--- config.mk ---
export PLATFORM = sky130hd
export DESIGN_NAME = phys_wb_arbiter
export DESIGN_NICKNAME = d
export VERILOG_FILES = /design/src/rtl/phys_wb_arbiter_pkg.sv /design/src/rtl/phys_wb_arbiter_wb_src_fifo.sv /design/src/rtl/phys_wb_arbiter.sv
export SDC_FILE = /design/constraint.sdc
export NUM_CORES = 1
export LEC_CHECK = 0
export CORE_MARGIN = 4
export CORE_UTILIZATION = 51
export DETAILED_ROUTE_END_ITERATION = 10
export GPL_ROUTABILITY_DRIVEN = 0
export PLACE_DENSITY = 0.78
export SLEW_MARGIN = 10
export SYNTH_ARGS = -nofsm -noshare
export SYNTH_HDL_FRONTEND = slang
export SYNTH_SLANG_ARGS = --single-unit
export TNS_END_PERCENT = 30
--- constraint.sdc ---
create_clock -name clk -period 4.8 [get_ports clk]
set_input_delay 1.44 -clock clk [delete_from_list [all_inputs] [get_ports clk]]
set_output_delay 1.44 -clock clk [all_outputs]
set_load 0.01 [all_outputs]
--- src/rtl/phys_wb_arbiter_pkg.sv ---
`default_nettype none
// ============================================================================
// Module : phys_wb_arbiter_pkg
// Brief  : Shared widths, write-request type and round-robin helper.
// Rev    : 1.0 - initial release
// ============================================================================
package phys_wb_arbiter_pkg;

  localparam int C_NUM_PREGS = 64;
  localparam int C_PREG_W    = $clog2(C_NUM_PREGS);
  localparam int C_DATA_W    = 32;
  localparam int C_NUM_SRC   = 3;
  localparam int C_DEPTH     = 2;

  typedef struct packed {
    logic [C_PREG_W-1:0] preg;
    logic [C_DATA_W-1:0] data;
  } wb_req_t;

  function automatic int rr_next(input int idx, input int n);
    return (idx + 1 >= n) ? 0 : idx + 1;
  endfunction

endpackage
`default_nettype wire

--- src/rtl/phys_wb_arbiter_wb_src_fifo.sv ---
`default_nettype none
// ============================================================================
// Module : wb_src_fifo
// Brief  : Per-source result FIFO; ready is based on registered count only.
// Rev    : 1.0 - initial release
// ============================================================================
module wb_src_fifo #(
  parameter int WIDTH = 38,
  parameter int DEPTH = 2
) (
  input  logic                     clk,
  input  logic                     reset,
  input  logic                     flush,
  input  logic                     push,
  input  logic [WIDTH-1:0]         push_data,
  input  logic                     pop,
  output logic [WIDTH-1:0]         head,
  output logic [$clog2(DEPTH):0]   count,
  output logic                     ready
);

  localparam int C_PTR_W = $clog2(DEPTH);
  localparam int C_CNT_W = C_PTR_W + 1;
  localparam logic [C_CNT_W-1:0] C_FULL = C_CNT_W'(DEPTH);

  logic [WIDTH-1:0]   r_mem [DEPTH];
  logic [C_PTR_W-1:0] r_wr_ptr;
  logic [C_PTR_W-1:0] r_rd_ptr;
  logic [C_CNT_W-1:0] r_count;
  logic               w_push;
  logic               w_pop;

  assign ready  = (r_count < C_FULL) && !flush;
  assign w_push = push && ready;
  // Popping an empty FIFO is ignored, so a same-edge push never flows through.
  assign w_pop  = pop && (r_count != '0) && !flush;
  assign head   = r_mem[r_rd_ptr];
  assign count  = r_count;

  always_ff @(posedge clk or negedge reset) begin
    if (!reset) begin
      r_wr_ptr <= '0;
      r_rd_ptr <= '0;
      r_count  <= '0;
    end else if (flush) begin
      r_wr_ptr <= '0;
      r_rd_ptr <= '0;
      r_count  <= '0;
    end else begin
      if (w_push) r_wr_ptr <= r_wr_ptr + 1'b1;
      if (w_pop)  r_rd_ptr <= r_rd_ptr + 1'b1;
      case ({w_push, w_pop})
        2'b10:   r_count <= r_count + 1'b1;
        2'b01:   r_count <= r_count - 1'b1;
        default: r_count <= r_count;
      endcase
    end
  end

  always_ff @(posedge clk) begin
    if (w_push) r_mem[r_wr_ptr] <= push_data;
  end

endmodule
`default_nettype wire

--- src/rtl/phys_wb_arbiter.sv ---
`default_nettype none
// ============================================================================
// Module : phys_wb_arbiter
// Brief  : Round-robin write-back arbiter for the physical register file.
// Rev    : 1.0 - initial release
// ============================================================================
module phys_wb_arbiter
  import phys_wb_arbiter_pkg::*;
#(
  parameter int NUM_SRC = C_NUM_SRC,
  parameter int PREG_W  = C_PREG_W,
  parameter int DATA_W  = C_DATA_W,
  parameter int DEPTH   = C_DEPTH
) (
  input  logic                      clk,
  input  logic                      reset,
  input  logic                      stall,
  input  logic                      flush,
  input  logic [NUM_SRC-1:0]        src_valid,
  input  logic [NUM_SRC*PREG_W-1:0] src_preg,
  input  logic [NUM_SRC*DATA_W-1:0] src_data,
  output logic [NUM_SRC-1:0]        src_ready,
  output logic                      wb_update,
  output logic [PREG_W-1:0]         wb_reg,
  output logic [DATA_W-1:0]         wb_value
);

  localparam int C_REQ_W = PREG_W + DATA_W;
  localparam int C_IDX_W = $clog2(NUM_SRC);
  localparam int C_CNT_W = $clog2(DEPTH) + 1;

  logic [C_REQ_W-1:0] w_head  [NUM_SRC];
  logic [C_CNT_W-1:0] w_count [NUM_SRC];
  logic [NUM_SRC-1:0] w_empty;
  logic [NUM_SRC-1:0] w_pop;
  logic               w_sel_en;
  logic               w_found;
  logic [C_IDX_W-1:0] w_winner;
  logic [C_REQ_W-1:0] w_win_req;

  logic [C_IDX_W-1:0] r_rr_ptr;
  logic               r_wb_update;
  logic [PREG_W-1:0]  r_wb_reg;
  logic [DATA_W-1:0]  r_wb_value;

  assign w_sel_en = !stall && !flush;

  generate
    for (genvar gi = 0; gi < NUM_SRC; gi++) begin : g_src
      wb_src_fifo #(
        .WIDTH (C_REQ_W),
        .DEPTH (DEPTH)
      ) u_fifo (
        .clk       (clk),
        .reset     (reset),
        .flush     (flush),
        .push      (src_valid[gi]),
        .push_data ({src_preg[gi*PREG_W +: PREG_W], src_data[gi*DATA_W +: DATA_W]}),
        .pop       (w_pop[gi]),
        .head      (w_head[gi]),
        .count     (w_count[gi]),
        .ready     (src_ready[gi])
      );

      assign w_empty[gi] = (w_count[gi] == '0);
      assign w_pop[gi]   = w_sel_en && w_found && (w_winner == C_IDX_W'(gi));
    end
  endgenerate

  // Scan sources starting at the round-robin pointer, wrapping around once.
  always_comb begin
    int idx;
    idx       = 0;
    w_found   = 1'b0;
    w_winner  = '0;
    w_win_req = '0;
    for (int k = 0; k < NUM_SRC; k++) begin
      idx = int'(r_rr_ptr) + k;
      if (idx >= NUM_SRC) idx = idx - NUM_SRC;
      if (!w_found && !w_empty[idx]) begin
        w_found   = 1'b1;
        w_winner  = C_IDX_W'(idx);
        w_win_req = w_head[idx];
      end
    end
  end

  // Stall freezes the whole write port so the held write lands exactly once.
  always_ff @(posedge clk or negedge reset) begin
    if (!reset) begin
      r_wb_update <= 1'b0;
      r_wb_reg    <= '0;
      r_wb_value  <= '0;
      r_rr_ptr    <= '0;
    end else if (flush) begin
      r_wb_update <= 1'b0;
    end else if (!stall) begin
      if (w_found) begin
        r_wb_update <= 1'b1;
        r_wb_reg    <= w_win_req[C_REQ_W-1 -: PREG_W];
        r_wb_value  <= w_win_req[DATA_W-1:0];
        r_rr_ptr    <= C_IDX_W'(rr_next(int'(w_winner), NUM_SRC));
      end else begin
        r_wb_update <= 1'b0;
      end
    end
  end

  assign wb_update = r_wb_update;
  assign wb_reg    = r_wb_reg;
  assign wb_value  = r_wb_value;

endmodule
`default_nettype wire

Word-level counts from Yosys, hierarchy flattened --
Memories as Yosys holds them, arrays and structs flattened. Cells that the tools add are included.
Storage, ports and cells: output and inout port bits 42, register bits after elaboration 53, bits in writable memories 228, input port bits 121, memories kept 3
Memories:
- g_src[0].u_fifo.r_mem | words 2, bits a word 38, read ports 1, clocked after memory_dff 0, write ports 1, line phys_wb_arbiter_wb_src_fifo.sv:26 | logic [WIDTH-1:0] r_mem [DEPTH];
- g_src[1].u_fifo.r_mem | words 2, bits a word 38, read ports 1, clocked after memory_dff 0, write ports 1, line phys_wb_arbiter_wb_src_fifo.sv:26
- g_src[2].u_fifo.r_mem | words 2, bits a word 38, read ports 1, clocked after memory_dff 0, write ports 1, line phys_wb_arbiter_wb_src_fifo.sv:26
Operators by class: mux-type cells 58, add/subtract/negate cells 18, reduce and logical (&&, ||, !) cells 41, magnitude comparators 13, bitwise logic cells 5, equal/unequal tests 9
Operators by type and width (count):
- two-way mux 38 bit | 9
- binary-select mux 38 bit (select 2 bit) | 3
- >= comparator 32 x 3 -> 1 bit, second input constant | 3
- less-than comparator 32 x 4 -> 1 bit, second input constant | 3
- two-way mux 32 bit | 3
- NOT 32 bit | 3
- two-way mux 1 bit | 30
- logical AND 1 bit | 19
- nonzero test 2 bit | 9
- two-way mux 2 bit | 7
- case mux 2 bit (2 select lines) | 3
- >= comparator 3 x 2 -> 1 bit, second input constant | 3
- nonzero test 3 bit | 3
- equality test 2 x 1 -> 1 bit, second input constant | 4
- equality test 2 bit, second input constant | 4
- zero test 2 bit | 4
- subtractor 3 x 2 -> 4 bit, second input constant | 2
- adder 1 bit, second input constant | 6
- adder 2 x 1 -> 2 bit, second input constant | 3
- adder 2 x 1 -> 3 bit, second input constant | 2
- binary-select mux 1 bit (select 2 bit) | 3
- less-than comparator 2 bit, second input constant | 3
- subtractor 2 x 1 -> 2 bit, second input constant | 3
- zero test 1 bit | 5
- 6 further kinds | 7

Logic depth before layout (Yosys ltp) --
Gate-level depths: netlist (run 1).
depth after elaboration 19, mapped depth 10, gate-level depth less buffers 8

Cells and area by module --
From an unflattened synthesis (run 1), not the netlist that was laid out.
Unflattened totals: cells, all modules 878, area, all modules 12640.9 sq um
Modules (own cells, without submodules):
- wb_src_fifo | times used 3, seq. area each 2382.3 sq um, cells an instance 142, area an instance 3000.4 sq um
- phys_wb_arbiter | times used 1, seq. area each 1026.0 sq um, cells an instance 452, area an instance 3639.7 sq um

Least setup slack after synthesis (run 1) --
No wires, ideal clock.
path type input-to-reg, start in flush, end mem g_src[2].u_fifo.r_mem[0][0], enable pin, data required time 4.272 ns, arrival time 5.367 ns, cell stages on the path 2, buffers on the path 1, setup slack -1.095 ns, library setup time 0.528 ns, path through clkbuf_1 > nor4_1
On the way: longest elaborated chain between the ends 5
Ends and longest elaborated chain:
- start: declaration | line phys_wb_arbiter.sv:18 | input logic flush,
- zero test 1 bit | line phys_wb_arbiter_wb_src_fifo.sv:33 | assign ready = (r_count < C_FULL) && !flush;
- logical AND 1 bit | line phys_wb_arbiter_wb_src_fifo.sv:33
- logical AND 1 bit | line phys_wb_arbiter_wb_src_fifo.sv:34 | assign w_push = push && ready;
- two-way mux 1 bit | line phys_wb_arbiter_wb_src_fifo.sv:61 | if (w_push) r_mem[r_wr_ptr] <= push_data;
- two-way mux 1 bit (not written as such) | line phys_wb_arbiter_wb_src_fifo.sv:61
- end: declaration | line phys_wb_arbiter_wb_src_fifo.sv:26
No other way between the ends.

Worst setup path in the final report (run 1) --
start in flush, end out src_ready[1]
On the way: longest elaborated chain between the ends 2
Ends and longest elaborated chain:
- zero test 1 bit | line phys_wb_arbiter_wb_src_fifo.sv:33
- logical AND 1 bit | line phys_wb_arbiter_wb_src_fifo.sv:33
- end: declaration | line phys_wb_arbiter.sv:22 | output logic [NUM_SRC-1:0] src_ready,
No other way between the ends.

==> results of run 1 <==
[worst register-to-register path, delay by kind of cell, from the launching register on]
family	cells	cell delay (ps)
AND/OR/NAND/NOR	1	300
flip-flops	1	420
AO/OA/AOI/OAI	3	1080
adder cells (fa/ha/maj)	1	460
buffers and inverters	3	1230
[logic make-up (layout without fill, tap and decap cells)]
group / Yosys count / after routing / share of synthesized area [%]
AOI/OAI and AO/OA: 296 / 296 / 14.74
adders and majority gates: 2 / 2 / 0.1882
and+or+nand+nor: 144 / 144 / 4.951
muxes: 177 / 177 / 13.98
buffers and inverters: 119 / 272 / 4.009
DFF: 281 / 281 / 61.48
xor gates and xnor gates: 10 / 10 / 0.6589
[synthesized netlist by cell type (2+ instances only)]
library cell  instances
buf_1                 7
o22ai_1             101
nor3_1                8
a22oi_1              33
o21ai_2               4
buf_6                 3
edfxtp_1            228
or3_1                 2
o21ai_0              20
dfrtp_1              53
a31oi_1               3
nor2b_1              23
a21o_1                3
nor2_1               74
a211oi_1             10
a211o_1               7
ha_1                  2
a21oi_1              60
buf_2                33
or2_1                 2
o21ai_1              18
mux2i_1             108
buf_4                 6
a221oi_1             14
and3_1                3
o21a_1                3
mux2_2               69
nand2_1              21
nand3_1               2
xnor2_1               9
a22oi_2              10
nor4_1                2
clkbuf_1             35
o41a_1                2
a21boi_0              2
inv_1                34
nand2b_1              4
[final timing paths]
path | startpoint | to | slack (ps)
max in group asynchronous | reset | g_src[0].u_fifo.r_rd_ptr | 2970
min reg2reg | wb_value[26] | wb_value[26] | 550
min | wb_value[26] | wb_value[26] | 550
max reg2reg | r_rr_ptr[0] | wb_value[29] | 1230
min in group asynchronous | reset | wb_value[4] | 930
max | flush | src_ready[1] | 630
[per-layer routing]
layer	vias up	routed length (µm)
met5	-	0
met4	0	902
met3	72	2768
met2	468	16150
met1	4576	13990
li1	4224	-
[metrics by stage]
| stage | hold WS, ps | util [%] |
|---|---|---|
| 2_1_floorplan | 476.0 | - |
| 3_3_place_gp | 536.7 | 59.85 |
| 3_5_place_dp | 531.4 | 59.85 |
| 4_1_cts | 544.8 | 63.33 |
| 5_1_grt | 575.3 | 63.33 |
| 6_report | 547.7 | 63.33 |
[layout make-up]
cell class / count / area, µm²
clock buffers: 40 / 767.0
clock inverters: 13 / 117.6
fillers: 1890 / 9314
inverters: 35 / 132.6
multi-input cells: 629 / 4684
flip-flops and latches: 281 / 8177
well taps: 330 / 412.9
repair buffers: 184 / 1794
[power by group]
group          internal (mW)  switching (mW)  total, mW
Sequential              2.96           0.312       3.27
Combinational           1.59            2.11       3.70
Clock                   1.22           0.907       2.13
==> flow_summary_export.csv, run 1 <==
group,metric,value,unit
timing,fin_tns_setup,0,ps
power_and_ir_drop,vdd_ir_drop_max,0.3224,mV
synth,synthFlopType,"edfxtp_1",
power_and_ir_drop,cellPowerDensity,565.6,mW/mm²
global_route,use_met2,37.57,%
cts,post_cts_buffers,0,
cts,cts_root_buf,"clkbuf_16",
global_route,grt_use_met1,31.81,%
layout,syn2layout_area_growth,21.00,%
timing,fmax,240.0,MHz
layout,layout_common_cells,"228 x edfxtp_1, 161 x clkdlybuf4s50_1, 108 x mux2i_1",
layout,layout_commonest_cell,"edfxtp_1",
timing,fin_worst_skew,16.16,ps
timing,min_period_over_period,86.82,%
flow_run,drv_cap,0,
setup_path,cp.depth,3,
die,die_w,169.5,µm
setup_path,arrival,2730,ps
synth,yosysUniqueCellTypes,48,
timing,final.setup.worst_slack,632.6,ps
global_route,grt_overflow,0,
power_and_ir_drop,leakagePower,5.524,nW
die,die_area,0.02871,mm²
place,dp_worst_setup_slack,633.9,ps
timing,finalHoldViolations,0,
cts,clk_pin_slew,60,ps
min_path,hold_depth,2,
synth,syn_inst,1029,
global_route,busiest_layer,"met2",
die,core.rowCount,58,
drt,vias_per_cell,6.177,
setup_path,slowest_delay,570,ps
drt,wl,33820,µm
timing,max_slew_margin,19.50,%
cts,cts_resized,0,
place,dp_hpwl,20930,µm
synth,yosysWarnings,0,
timing,finalMaxSlewViolations,0,
setup_path,required,3360,ps
synth,synth_edf_count,228,
place,placedInstanceArea,0.01520,mm²
synth,synth.net_count,1152,
global_route,grt_pass1_vias,9427,
setup_path,worstSetupEndpointType,"primary output",
setup_path,r2r_cells,8,
place,io_buffers,162,
layout,finalInstanceArea,0.01609,mm²
place,dp.cells,1459,
timing,tightest_slew,1203,ps
cts,cts.sinks,281,
global_route,antenna_found_initial,0,
die,core,0.02540,mm²
cts,clock_latency,550,ps
die,start_util,52.34,%
synth,avgSynthCellArea,12.92,µm²
status,status,"finished clean",
setup_path,start_kind,"input pin",
global_route,grt_pass1_wl,51810,µm
cts,ctsHtreeMaxLevel,1,
synth,yosys-top-cells-area,"edfxtp_1 52%, dfrtp_1 10%, mux2i_1 8.1%, mux2_2 5.8%, o22ai_1 4.8%",
layout,largest_register_ffs,228,
layout,final_cells,1512,
power_and_ir_drop,power,9.098,mW
min_path,min_path_type,"reg2reg",
setup_path,path_cells,"clkdlybuf4s50_1 -> nor2_1 -> clkdlybuf4s50_1",
cts,cts_tree,"built",
global_route,grt_max_degree,93,
synth,yosysTopAreaCell,"edfxtp_1",
layout,n_antenna_cell,0,
setup_path,crit_family,"buffers and inverters",
drt,firstDrtPassIters,7,
drt,dr.first_iter.drc_count,1062,
drt,ant_nets,0,
drt,dr_total_vias,9340,
setup_path,crit_buf_inv,2,
cts,cts_made_buffers,29,
global_route,use_met3,3.215,%
cts,holdBufCountCts,0,
synth,synth_top_area_share,51.50,%
cts,clock_path_buffers,3,
layout,drive_gt1_share,13.87,%
setup_path,crit_fanout,6,
synth,yosysSeqAreaShare,61.48,%
layout,top_register,"g_src.u_fifo.r_mem",
setup_path,crit_top_cell,"clkdlybuf4s50_1",
synth,synthArstFlopShare,18.86,%
die,fp.dieH,169.5,µm
setup_path,crit_slowest_cell,"clkdlybuf4s50_1",
layout,finalNetCount,1283,
synth,ys_ff_latch,281,
setup_path,worstSetupPathType,"in2out",
timing,rsz0062_at_grt,"no",
timing,finalCriticalPeriod,4167,ps
synth,syn-cell-area,0.01329,mm²
drt,wl_per_cell,22.37,µm
die,ios,163,
drt,drc_errors,0,
global_route,grt_usage,22.82,%
timing,setup_viol,0,
No activity file was read; power rests on OpenSTA's default activity.
==> inputs of run 2 (changes only) <==
Settings changed: CTS_CLUSTER_DIAMETER set to 200, MAX_ROUTING_LAYER set to met4.
==> flow_summary_export.csv, run 2 (same netlist as run 1, synthesis figures left out) <==
group,metric,value,unit
cts,cts_resized,0,
timing,finalHoldViolations,0,
layout,fillCellCount,1890,
cts,ctsHtreeMaxLevel,1,
power_and_ir_drop,vdd_ir_drop_max,0.3223,mV
layout,syn2layout_area_growth,21.00,%
setup_path,crit_fanout,6,
cts,post_cts_buffers,0,
setup_path,reg2reg_slack,1210,ps
place,dp_hpwl,20930,µm
die,core.rowCount,58,
timing,finalMaxSlewViolations,0,
drt,wl_met3,2522,µm
status,status,"finished clean",
setup_path,arrival,2730,ps
setup_path,worstSetupEndpointType,"primary output",
die,die_w,169.5,µm
place,io_buffers,162,
drt,dr_total_vias,9397,
layout,final_util,63.33,%
drt,wl_met1,14360,µm
cts,cts.sinks,281,
layout,drive_gt1_share,13.87,%
cts,cts_made_buffers,29,
layout,multiInputGateArea,0.004684,mm²
timing,fin_worst_skew,16.45,ps
drt,ant_nets,0,
power_and_ir_drop,cellPowerDensity,566.1,mW/mm²
timing,setup_viol,0,
min_path,min_path_type,"reg2reg",
timing,max_slew_margin,18.63,%
die,ios,163,
flow_run,drv_cap,0,
die,start_util,52.34,%
global_route,grt_pass1_vias,9439,
drt,dr.max_layer_used,"met4",
drt,wl_per_cell,22.46,µm
cts,cts_tree,"built",
drt,wl,33960,µm
layout,n_antenna_cell,0,
drt,dr.first_iter.drc_count,1117,
timing,min_period_over_period,86.93,%
timing,tightest_slew,1216,ps
global_route,grt_pass1_wl,51810,µm
layout,area.sequential,0.008177,mm²
drt,wl_met2,16230,µm
cts,clock_latency,550,ps
power_and_ir_drop,leakagePower,5.524,nW
cts,clock_path_buffers,3,
global_route,grt_max_degree,93,
setup_path,start_kind,"input pin",
cts,clk_pin_slew,60,ps
timing,rsz0062_at_grt,"no",
layout,finalNetCount,1283,
layout,layout_commonest_cell,"edfxtp_1",
drt,drc_errors,0,
layout,layout_common_cells,"228 x edfxtp_1, 161 x clkdlybuf4s50_1, 108 x mux2i_1",
cts,cts_root_buf,"clkbuf_16",
timing,finalCriticalPeriod,4173,ps
cts,holdBufCountCts,0,
setup_path,required,3360,ps
drt,vias_per_cell,6.215,
die,fp.dieH,169.5,µm
global_route,grt_usage,23.50,%
layout,largest_register_ffs,228,
timing,fmax,239.7,MHz
drt,firstDrtPassIters,6,
die,die_area,0.02871,mm²
timing,fin_tns_setup,0,ps
global_route,grt_overflow,0,
global_route,antenna_found_initial,0,
setup_path,worstSetupPathType,"in2out",
die,core,0.02540,mm²
layout,top_register,"g_src.u_fifo.r_mem",
## run 2: cell counts in the layout (fill, tap and decap cells not counted)
Identical to the previous run, type by type.
## run 2: area by class of cell
| type | count | area share, % |
|---|---|---|
| sequential | 281 | 50.83 |
| multi-input combinational | 629 | 29.12 |
| timing repair buffer | 184 | 11.15 |
| clock buffer | 40 | 4.768 |
| tap | 330 | 2.567 |
| inverter | 35 | 0.8245 |
| clock inverter | 13 | 0.7312 |
## run 2: worst max-delay path, stage by stage
cell,delay (ps)
clkdlybuf4s50_1,500
nor2_1,220
clkdlybuf4s50_1,570
## run 2: routing by layer
metal | track usage (%) | vias up
met3 | 2.888 | 69
met5 | - | -
met1 | 31.85 | 4636
met2 | 37.66 | 469
met4 | 7.105 | 0
li1 | - | 4223
## run 2: power by group
part           leakage (nW)  internal, mW  switching (mW)
sequential             2.74          2.96           0.316
combinational          2.36          1.59            2.11
clock                 0.423          1.22           0.911
total                  5.52          5.77            3.34
## run 2: metrics by stage
stage | setup slack [ps] | power, mW | instances | instance area [µm²] | hold WS, ps
3_3_place_gp | 679.3 | 6.850 | 1459 | 15200 | 536.7
3_5_place_dp | 633.9 | 6.951 | 1459 | 15200 | 531.4
4_1_cts | 625.9 | 9.086 | 1512 | 16090 | 544.8
6_report | 627.4 | 9.106 | 1512 | 16090 | 547.2
5_1_grt | 517.4 | 9.545 | 1512 | 16090 | 575.3
2_1_floorplan | 506.2 | 5.759 | 1029 | 13300 | 476.0
## run 2: final timing paths
check                           depth (start not counted)    startpoint                        to
max in group asynchronous                               2         reset  g_src[1].u_fifo.r_rd_ptr
worst min register to register                          2  wb_value[26]              wb_value[26]
worst min-delay path                                    2  wb_value[26]              wb_value[26]
worst max register to register                          8   r_rr_ptr[0]              wb_value[29]
min in group asynchronous                               1         reset               wb_value[4]
worst max-delay path                                    3         flush              src_ready[1]
==> inputs of run 3 (changes only) <==
Settings changed: ABC_AREA set to 1.
==> flow_summary_export.csv, run 3 <==
group,metric,value,unit
status,status,"finished clean",
setup_path,crit_fanout,4,
synth,yosys.area_share.simple,19.98,%
global_route,grt_max_degree,87,
timing,rsz0062_at_grt,"no",
timing,finalMaxSlewViolations,0,
global_route,grt_overflow,0,
power_and_ir_drop,internal-power,5.850,mW
setup_path,reg2reg_slack,1500,ps
min_path,min_path_type,"reg2reg",
flow_run,drv_cap,0,
place,dp_worst_setup_slack,712.0,ps
layout,n_antenna_cell,0,
cts,cts.sinks,281,
synth,yosysTopAreaCell,"edfxtp_1",
drt,wl,35030,µm
setup_path,start_kind,"input pin",
cts,holdBufCountCts,0,
setup_path,critical_path.endpoint,"src_ready[1]",
timing,tightest_slew,1183,ps
synth,avgSynthCellArea,9.636,µm²
synth,synth_edf_count,228,
synth,yosysUniqueCellTypes,32,
synth,synthTopCellsByCount,"549 x nand2_1, 228 x edfxtp_1, 118 x a21oi_1, 88 x o211ai_1, 61 x o21ai_0",
drt,ant_nets,0,
timing,final.setup.worst_slack,704.2,ps
synth,synthArstFlopShare,18.86,%
die,fp.dieH,170.2,µm
cts,cts_made_buffers,27,
layout,layout_common_cells,"549 x nand2_1, 228 x edfxtp_1, 161 x clkdlybuf4s50_1",
cts,cts_resized,0,
global_route,antenna_found_initial,0,
layout,syn2layout_area_growth,20.05,%
synth,synthFlopType,"edfxtp_1",
layout,largest_register_ffs,228,
power_and_ir_drop,leakagePower,6.032,nW
timing,max_slew_margin,21.08,%
drt,dr.first_iter.drc_count,1638,
die,die_area,0.02896,mm²
synth,synth_compound_area_share,12.06,%
global_route,grt_usage,24.05,%
layout,drive_gt1_share,5.944,%
synth,yosysSeqAreaShare,60.93,%
power_and_ir_drop,p_sw_share,43.00,%
synth,synthAdderAreaFrac,0.1866,%
synth,syn-cell-area,0.01341,mm²
cts,cts_tree,"built",
global_route,grt_pass1_wl,53010,µm
layout,fillCellCount,2046,
timing,fin_tns_setup,0,ps
synth,synth.net_count,1515,
synth,synth_xor_area_share,0.1959,%
cts,clk_pin_slew,60,ps
power_and_ir_drop,power,10.26,mW
cts,clock_path_buffers,3,
global_route,grt_pass1_vias,9736,
setup_path,required,3360,ps
synth,yosys.cell_count.top_type,"nand2_1",
die,ios,163,
setup_path,rr_endpoint,"g_src[2].u_fifo.count[0]",
setup_path,r2r_cells,15,
synth,synth_top_area_share,51.04,%
die,core.rowCount,59,
synth,syn_inst,1392,
drt,dr_total_vias,10618,
setup_path,arrival,2660,ps
drt,wl_per_cell,18.77,µm
layout,layout_commonest_cell,"nand2_1",
drt,drc_errors,0,
place,io_buffers,162,
cts,clock_latency,560,ps
layout,multiInputGateArea,0.004735,mm²
timing,fmax,244.2,MHz
cts,cts_root_buf,"clkbuf_16",
setup_path,crit_start,"flush",
power_and_ir_drop,clkPwrFrac,20.4,%
die,start_util,51.62,%
die,die_w,170.2,µm
layout,top_register,"g_src.u_fifo.r_mem",
synth,yosysWarnings,0,
drt,vias_per_cell,5.690,
timing,setup_viol,0,
timing,finalHoldViolations,0,
synth,ys_ff_latch,281,
power_and_ir_drop,p_comb_share,48.2,%
power_and_ir_drop,vdd_ir_drop_max,0.4485,mV
synth,synthMuxAreaShare,2.463,%
setup_path,reg2reg_from,"r_rr_ptr[1]",
layout,area.sequential,0.008174,mm²
setup_path,worstSetupPathType,"in2out",
die,core,0.02598,mm²
power_and_ir_drop,seqPwrFrac,31.4,%
power_and_ir_drop,cellPowerDensity,637.4,mW/mm²
timing,finalCriticalPeriod,4096,ps
setup_path,worstSetupEndpointType,"primary output",
synth,synth_top_family_by_area,"simple AND/OR/NAND/NOR gates",
synth,yosys-top-cells-area,"edfxtp_1 51%, nand2_1 15%, dfrtp_1 9.9%, o211ai_1 4.9%, a21oi_1 4.4%",
power_and_ir_drop,p_sw,4.413,mW
cts,ctsHtreeMaxLevel,1,
timing,fin_worst_skew,23.31,ps
drt,firstDrtPassIters,6,
place,dp_hpwl,23820,µm
cts,post_cts_buffers,0,
layout,finalNetCount,1633,
timing,min_period_over_period,85.33,%
run 3: cell count changes in the layout (fill, tap and decap cells not counted), sizes merged, moves of 26 or more:
cell / previous run / this run
nor2: 75 / 42
o21ai: 43 / 69
nor3: 8 / 34
mux2: 69 / 0
a22oi: 43 / 0
mux2i: 108 / 33
o211ai: 0 / 88
a21oi: 60 / 118
nand2: 21 / 557
o22ai: 101 / 0
run 3: logic make-up (layout without fill, tap and decap cells):
kind of cell	count (synthesis)	after routing
fa+ha+maj	2	2
simple gates	666	666
compound gates	278	278
mux	33	33
flops	281	281
buf+inv	129	268
xor+xnor	3	3
run 3: through the flow:
stage          cell area, µm²  hold slack [ps]  std cells  utilization (%)
5_1_grt                 16100            512.7       1866            61.97
3_3_place_gp            15230            468.4       1816            58.63
6_report                16100            489.3       1866            61.97
4_1_cts                 16100            487.4       1866            61.97
2_1_floorplan           13410            483.4       1392                -
3_5_place_dp            15230            472.1       1816            58.63
run 3: cell type report:
type | instances | area share (%)
clock buffer | 35 | 4.383
tap | 335 | 2.603
sequential | 281 | 50.77
multi-input combinational | 982 | 29.40
inverter | 36 | 0.8703
clock inverter | 15 | 1.002
timing repair buffer | 182 | 10.97
run 3: power groups by stage:
stage	combinational (mW)	clock [mW]	sequential [mW]
floorplan	3.41	0	3.26
global placement	4.69	0	3.26
detailed placement	4.81	0	3.27
CTS	4.83	2.12	3.22
global route	5.42	2.23	3.26
finish	4.94	2.09	3.23
run 3: how the worst min path moves through the flow:
stage	start	endpoint	slack, ps	cells after the start
global route	wb_value[14]	wb_value[14]	510	2
global placement	wb_value[13]	wb_value[13]	470	2
floorplan	g_src[2].u_fifo.r_wr_ptr	g_src[2].u_fifo.r_wr_ptr	480	1
CTS	wb_value[19]	wb_value[19]	490	2
detailed placement	wb_value[19]	wb_value[19]	470	2
finish	wb_value[19]	wb_value[19]	490	2
run 3: layer usage:
layer | GRT usage, % | up-vias | share of wire, %
met2 | 34.42 | 558 | 43
met1 | 35.92 | 4969 | 43
met3 | 5.296 | 51 | 12
met5 | - | - | 0
li1 | - | 5040 | -
met4 | 4.618 | 0 | 1.5
run 3: worst max-delay path: stages:
cell and delay (ps):
clkdlybuf4s50_1 490, nor2_1 160, clkdlybuf4s50_1 560
